### config.mk
export PLATFORM = sky130hd
export DESIGN_NAME = pc_gen
export DESIGN_NICKNAME = d
export VERILOG_FILES = /design/src/rtl/pc_pkg.sv /design/src/rtl/pc_ras.sv /design/src/rtl/pc_gen.sv
export SDC_FILE = /design/constraint.sdc
export NUM_CORES = 1
export LEC_CHECK = 0
export ABC_CLOCK_PERIOD_IN_PS = 4800
export BUFFER_PORTS_ARGS = -buffer_cell sky130_fd_sc_hd__buf_2
export CORE_MARGIN = 8
export CORE_UTILIZATION = 25
export CTS_CLUSTER_SIZE = 20
export DETAILED_ROUTE_END_ITERATION = 12
export GPL_TIMING_DRIVEN = 0
export SETUP_SLACK_MARGIN = 0.5
export SLEW_MARGIN = 10
export SYNTH_ARGS = -nofsm -noshare
export SYNTH_HDL_FRONTEND = slang
export SYNTH_SLANG_ARGS = --single-unit
### constraint.sdc
create_clock -name clk -period 4.8 [get_ports clk]
set_input_delay 0.24 -clock clk [delete_from_list [all_inputs] [get_ports clk]]
set_output_delay 0.24 -clock clk [all_outputs]
set_load 0.01 [all_outputs]
### src/rtl/pc_pkg.sv
// pc_pkg
// Shared definitions for the fetch-stage program-counter generator.
// Holds the pc_control encodings used by decode/execute to choose the
// next fetch address. Codes 110 and 111 are unused and behave as SEQ.
package pc_pkg;

    localparam int PC_CTRL_W = 3;

    localparam logic [PC_CTRL_W-1:0] PC_SEQ    = 3'b000;
    localparam logic [PC_CTRL_W-1:0] PC_JUMP   = 3'b001;
    localparam logic [PC_CTRL_W-1:0] PC_JR     = 3'b010;
    localparam logic [PC_CTRL_W-1:0] PC_BRANCH = 3'b011;
    localparam logic [PC_CTRL_W-1:0] PC_CALL   = 3'b100;
    localparam logic [PC_CTRL_W-1:0] PC_RET    = 3'b101;

endpackage

### src/rtl/pc_ras.sv
// pc_ras
// Return-address stack kept as a circular buffer. top_ptr points at the
// most recent entry and count tracks occupancy (0..RAS_DEPTH). Pushing
// into a full stack overwrites the oldest entry, which is simply the slot
// after top_ptr once the buffer has wrapped; count then saturates.
// Ports:
//   clk, rst   clock and synchronous active-high reset
//   push       write push_data as the new top entry
//   push_data  return address to store
//   pop        drop the top entry (caller guarantees not empty)
//   top        current top entry (don't-care while empty)
//   empty      no entries held
//   full       RAS_DEPTH entries held
module pc_ras
    import pc_pkg::*;
#(
    parameter int ADDR_W    = 32,
    parameter int RAS_DEPTH = 4
) (
    input  logic              clk,
    input  logic              rst,
    input  logic              push,
    input  logic [ADDR_W-1:0] push_data,
    input  logic              pop,
    output logic [ADDR_W-1:0] top,
    output logic              empty,
    output logic              full
);

    localparam int PTR_W = $clog2(RAS_DEPTH);
    localparam int CNT_W = PTR_W + 1;
    localparam logic [CNT_W-1:0] FULL_CNT = CNT_W'(RAS_DEPTH);

    logic [ADDR_W-1:0] entries [RAS_DEPTH];
    logic [PTR_W-1:0]  top_ptr;
    logic [PTR_W-1:0]  wr_ptr;
    logic [CNT_W-1:0]  count;

    assign wr_ptr = top_ptr + PTR_W'(1);
    assign top    = entries[top_ptr];
    assign empty  = (count == '0);
    assign full   = (count == FULL_CNT);

    // Pointer and occupancy. Reset parks top_ptr on the last slot so the
    // first push lands in slot 0; the pointer wraps naturally because the
    // depth is a power of two.
    always_ff @(posedge clk) begin
        if (rst) begin
            top_ptr <= '1;
            count   <= '0;
        end else if (push) begin
            top_ptr <= wr_ptr;
            if (!full) begin
                count <= count + CNT_W'(1);
            end
        end else if (pop) begin
            top_ptr <= top_ptr - PTR_W'(1);
            count   <= count - CNT_W'(1);
        end
    end

    // Entry storage needs no reset: nothing is read while count is zero.
    always_ff @(posedge clk) begin
        if (push && !rst) begin
            entries[wr_ptr] <= push_data;
        end
    end

endmodule

### src/rtl/pc_gen.sv
// pc_gen
// Fetch-stage program-counter generator. Selects the next fetch address
// from sequential, jump, register-jump, branch, call and return sources,
// with an exception redirect that overrides a stall.
// Build option: define PC_RAS_EN to build the return-address stack;
// without it CALL acts as JUMP, RET acts as JR, ras_hit is 0 and
// ras_empty is 1.
// Ports:
//   clk, rst       clock and synchronous active-high reset
//   stall          hold pc and RAS this cycle
//   exc_valid      redirect to EXC_VECTOR (wins over stall)
//   pc_control     next-PC select (see pc_pkg)
//   jump_address   J-type target field
//   branch_offset  signed word offset
//   reg_address    JR target and fallback for a return that misses the RAS
//   pc             current fetch address
//   link_pc        pc + 4 for the link register write
//   ras_hit        a return took its target from the RAS last edge
//   ras_empty      RAS holds no entries
//   addr_err       a JR/return target had nonzero low bits last edge
module pc_gen
    import pc_pkg::*;
#(
    parameter int                ADDR_W     = 32,
    parameter logic [ADDR_W-1:0] RESET_PC   = '0,
    parameter logic [ADDR_W-1:0] EXC_VECTOR = ADDR_W'(32'h0000_0080),
    parameter int                RAS_DEPTH  = 4
) (
    input  logic                 clk,
    input  logic                 rst,
    input  logic                 stall,
    input  logic                 exc_valid,
    input  logic [PC_CTRL_W-1:0] pc_control,
    input  logic [25:0]          jump_address,
    input  logic [15:0]          branch_offset,
    input  logic [ADDR_W-1:0]    reg_address,
    output logic [ADDR_W-1:0]    pc,
    output logic [ADDR_W-1:0]    link_pc,
    output logic                 ras_hit,
    output logic                 ras_empty,
    output logic                 addr_err
);

    logic [ADDR_W-1:0] pc_plus_4;
    logic [ADDR_W-1:0] jump_target;
    logic [ADDR_W-1:0] jr_target;
    logic [ADDR_W-1:0] branch_target;
    logic [ADDR_W-1:0] pc_next;
    logic              hit_next;
    logic              err_next;

    assign pc_plus_4     = pc + ADDR_W'(4);
    assign link_pc       = pc_plus_4;
    assign jump_target   = {pc_plus_4[ADDR_W-1:28], jump_address, 2'b00};
    assign jr_target     = {reg_address[ADDR_W-1:2], 2'b00};
    assign branch_target = pc_plus_4
                         + {{(ADDR_W-18){branch_offset[15]}}, branch_offset, 2'b00};

`ifdef PC_RAS_EN
    logic              ras_push_req;
    logic              ras_pop_req;
    logic              ras_advance;
    logic [ADDR_W-1:0] ras_top;

    // The RAS only moves on a cycle where the pc itself advances.
    assign ras_advance = !exc_valid && !stall;

    pc_ras #(
        .ADDR_W    (ADDR_W),
        .RAS_DEPTH (RAS_DEPTH)
    ) u_ras (
        .clk       (clk),
        .rst       (rst),
        .push      (ras_push_req && ras_advance),
        .push_data (pc_plus_4),
        .pop       (ras_pop_req && ras_advance),
        .top       (ras_top),
        .empty     (ras_empty),
        .full      ()
    );
`else
    assign ras_empty = 1'b1;
`endif

    // Next-PC selection. A return that finds the RAS empty falls back to
    // the register target and is the only return path that flags alignment.
    always_comb begin
        pc_next  = pc_plus_4;
        hit_next = 1'b0;
        err_next = 1'b0;
`ifdef PC_RAS_EN
        ras_push_req = 1'b0;
        ras_pop_req  = 1'b0;
`endif
        case (pc_control)
            PC_JUMP:   pc_next = jump_target;
            PC_BRANCH: pc_next = branch_target;
            PC_JR: begin
                pc_next  = jr_target;
                err_next = |reg_address[1:0];
            end
            PC_CALL: begin
                pc_next = jump_target;
`ifdef PC_RAS_EN
                ras_push_req = 1'b1;
`endif
            end
            PC_RET: begin
`ifdef PC_RAS_EN
                if (!ras_empty) begin
                    pc_next     = ras_top;
                    hit_next    = 1'b1;
                    ras_pop_req = 1'b1;
                end else begin
                    pc_next  = jr_target;
                    err_next = |reg_address[1:0];
                end
`else
                pc_next  = jr_target;
                err_next = |reg_address[1:0];
`endif
            end
            default:   pc_next = pc_plus_4;
        endcase
    end

    // PC and status flags. Priority is reset, exception, stall, then the
    // selected next-PC; the one-cycle flags clear whenever pc does not
    // take its normal next value.
    always_ff @(posedge clk) begin
        if (rst) begin
            pc       <= RESET_PC;
            ras_hit  <= 1'b0;
            addr_err <= 1'b0;
        end else if (exc_valid) begin
            pc       <= EXC_VECTOR;
            ras_hit  <= 1'b0;
            addr_err <= 1'b0;
        end else if (stall) begin
            ras_hit  <= 1'b0;
            addr_err <= 1'b0;
        end else begin
            pc       <= pc_next;
            ras_hit  <= hit_next;
            addr_err <= err_next;
        end
    end

endmodule

==> key figures <==
Global route
  • GRT overflow: 0
  • Met3 Use GR: slightly below 4%
  • GRT met2 Usage: 28.2%
  • Met1 Usage GRT: roughly 23%
  • First-pass GRT wire length: approximately 31000 um
  • Vias in the first global route: approximately 5300
  • Initial antenna violation count: 1
  • Gr usage total: roughly 18%
  • Pin count of the biggest net entering global routing: 17
  • GR peak layer: met2

Synthesis
  • Synthesized Nets: between 700 and 800
  • Synth top area share: 14.3%
  • Top FF cell, synth: dfxtp_1
  • Sequential share of the synthesized area: between 10% and 20%
  • Mapped Cells: 650
  • Unique masters post-synth: 66
  • Yosys warns: 0
  • Post-synth EDFFs: 0
  • Async SR Flop Fraction: 0%
  • Yosys top cell by area: dfxtp_1
  • Synth top area cells: dfxtp_1 14%, ha_1 9.2%, a21oi_1 6.4%
  • Post-synth design cell area: around 0.0046 sq mm
  • Seq cells post-synth: 33
  • Synthesized area per cell: about 7.1 sq um

Floorplanning
  • Initial Util: about a quarter
  • Die width: 152 um
  • Core box area: between 0.015 and 0.02 sq mm
  • Site row count: about 50
  • Die area: about 0.023 sq mm
  • Die Span Y: between 150 and 200 um
  • Boundary pin count: between 100 and 150

Route
  • Total number of vias: between 5000 and 6000
  • Avg WL per Cell: a little over 20 um
  • Drt first pass iters: 5
  • Routed WL: between 20000 and 25000 um
  • Initial drt markers: around 420
  • Drt via density: about 5.4
  • DRC Markers: 0
  • DRT antenna net count: 0

STA
  • Fin. Hold Viols: 0
  • Final setup viols: 0
  • Slew Limit Fails: 0
  • Setup WS post-layout: between 0.6 and 0.7 ns
  • Clock Skew: 0.00551 ns
  • Fmax: around 240 MHz
  • Final Cycle Share: a little under nine tenths
  • Worst Max-Slew Pin Slew: ~0.86 ns
  • Fin crit period: around 4.1 ns
  • Setup TNS: 0 ns
  • RSZ-0062 raised after global routing: false
  • Relative slew slack: between 40% and 50%

Worst setup path
  • FF-to-FF path depth: 21
  • CP required: between 5 and 6 ns
  • CP endpoint kind: register
  • Worst r2r src: pc[2]$_SDFFE_PP0N_
  • Worst-path maximum fanout: 7
  • Reg2reg setup slack: 0.68 ns
  • Worst Setup Path Type: reg2reg
  • Reg2reg end: pc[31]$_SDFFE_PP0N_
  • CP startpoint: pc[2]$_SDFFE_PP0N_
  • Worst EP arrival: 4.34 ns
  • Type of origin of the critical path: register

Clock tree
  • Cts bufs inserted: 5
  • CTS Buffer Depth: 2
  • Register clock-pin slew on the reported worst setup and hold paths: 0.06 ns
  • CTS tree: yes
  • Hold_buf cts: 0
  • Clk_lat worst skew: around 0.3 ns
  • Num Clock Sinks: 33
  • Root Buffer: clkbuf_16
  • H-tree depth: 2

Pwr
  • Sequential Power Share: around 28%
  • Int Pwr: 662 uW
  • Power density over the cells: between 150 and 200 mW/mm^2
  • Switch share: 38.7%
  • Pleak: 2.81 nW
  • Clock power share: around 32%
  • NetSw: about 420 uW
  • Peak VDD IR: 0.134 mV
  • Comb pwr share: around 40%

Job
  • Maxcap violations: 0

Hold path
  • Hold Crit Endpoint: addr_err$_SDFF_PP0_
  • HP Class: in2reg
  • Hold_sp: reg_address[0]
  • Hold Path Depth: 2

Cells and area
  • Layout cells sized above 1: a little over a quarter
  • Most frequent cells in the layout: 146 x buf_2, 68 x nand2_1, 59 x nor2_1
  • Final core occ: between 30 and 40%
  • Synthesis-to-layout area growth: 28.3%
  • Nets: approximately 930
  • N_diodes: 0
  • Most common cell after layout, fill and taps aside: buf_2

Place
  • HPWL after DPL: roughly 17000 um
  • Port Buffer Count: around 140
  • GPL Wtd Cong: ~0.96
  • Placement Setup Slack: -0.0688 ns

Outcome
  • Status: finished clean
-- flip-flops by register name (all words and copies together), names as in the netlist, named ones only --
register and flops:
addr_err 1, pc 30
-- routing by layer --
| metal | routed length [um] | part of all wire [%] |
|---|---|---|
| met1 | 9120 | 43 |
| met2 | 9490 | 45 |
| met3 | 1950 | 9.3 |
| met4 | 437 | 2.1 |
| met5 | 13 | 0.062 |
-- cell families (layout without fill, tap and decap cells) --
family                     after synthesis  after routing  share of synthesized area [%]
DFF                                     33             33                           14.3
buffers and inverters                   63            222                           5.57
other                                    2              2                          0.163
xor gates and xnor gates                52             52                           9.89
adders and majority gates               35             35                           9.67
and+or+nand+nor                        213            213                           22.5
muxes                                   29             29                           6.60
AOI/OAI and AO/OA                      223            223                           31.3
-- worst max-delay path, cell delays in order, from the launching register on --
cell and delay, ns:
dfxtp_4 0.38, ha_4 0.15, and3_4 0.21, nand3_4 0.12, nor2_4 0.15, nand2_2 0.07, or2_2 0.29, clkbuf_8 0.17
or3_1 0.34, nand2_2 0.11, ha_1 0.23, buf_4 0.17, a21o_1 0.15, a21o_1 0.19, a21oi_2 0.14, o32ai_1 0.09
o21ba_4 0.27, o21bai_2 0.10, o41ai_2 0.27, xor2_1 0.22, a21oi_1 0.09, o221ai_1 0.16
-- how the worst max path moves through the flow --
stage / cells past startpoint / slack (ns) / to
3_3_place_gp: 21 / -0.05 / pc[31]$_SDFFE_PP0N_
4_1_cts: 20 / 0.50 / pc[24]$_SDFFE_PP0N_
6_report: 21 / 0.68 / pc[31]$_SDFFE_PP0N_
2_1_floorplan: 21 / 0.67 / pc[31]$_SDFFE_PP0N_
5_1_grt: 20 / 0.48 / pc[24]$_SDFFE_PP0N_
3_5_place_dp: 19 / -0.07 / pc[27]$_SDFFE_PP0N_
-- power by group through the flow --
stage / Combinational, mW / Sequential [mW] / Clock (mW)
after floorplan: 0.259 / 0.311 / 0
after global placement: 0.412 / 0.311 / 0
after detailed placement: 0.414 / 0.311 / 0
after CTS: 0.419 / 0.305 / 0.351
after global routing: 0.470 / 0.307 / 0.360
final: 0.429 / 0.305 / 0.346
-- synth_stat cells, types with 3 or more instances --
cell	n
a211oi_1	10
a21o_1	17
a21oi_1	59
a221oi_1	4
a2bb2oi_1	8
a31oi_1	13
and2_1	5
and3_1	6
buf_1	3
buf_2	4
buf_4	4
clkbuf_1	29
dfxtp_1	33
ha_1	34
inv_1	22
mux2_2	10
mux2i_1	18
nand2_1	70
nand2b_1	7
nand3_1	19
nand4_1	10
nor2_1	60
nor2b_1	4
nor3_1	12
o211ai_1	3
o21a_1	3
o21ai_0	52
o21ai_1	3
o21bai_1	4
o221ai_1	14
o22ai_1	10
o31ai_1	4
or2_2	3
or3_1	5
xnor2_1	30
xor2_1	22
-- through the flow --
| step | hold slack (ns) | instances | instance area, sq um | power [mW] |
|---|---|---|---|---|
| floorplan | 0.319 | 650 | 4610 | 0.570 |
| global placement | 0.438 | 1022 | 5610 | 0.723 |
| detailed placement | 0.443 | 1022 | 5610 | 0.725 |
| CTS | 0.138 | 1033 | 5840 | 1.07 |
| global route | 0.151 | 1038 | 5910 | 1.14 |
| finish | 0.140 | 1038 | 5910 | 1.08 |
-- repair_timing --
item	CTS	global route
setup endpoints to repair	8	9
gates resized for setup	19	10
pin swaps	3	5
setup buffers	4	5
-- layout make-up --
type,count,area [sq um]
Buffer,40,189
Clock buffer,7,143
Fill cell,1998,12100
Inverter,23,86.3
Multi-Input combinational cell,554,3750
Sequential cell,33,669
Tap cell,229,287
Timing Repair Buffer,152,783
Power figures use the tool's default switching activity.
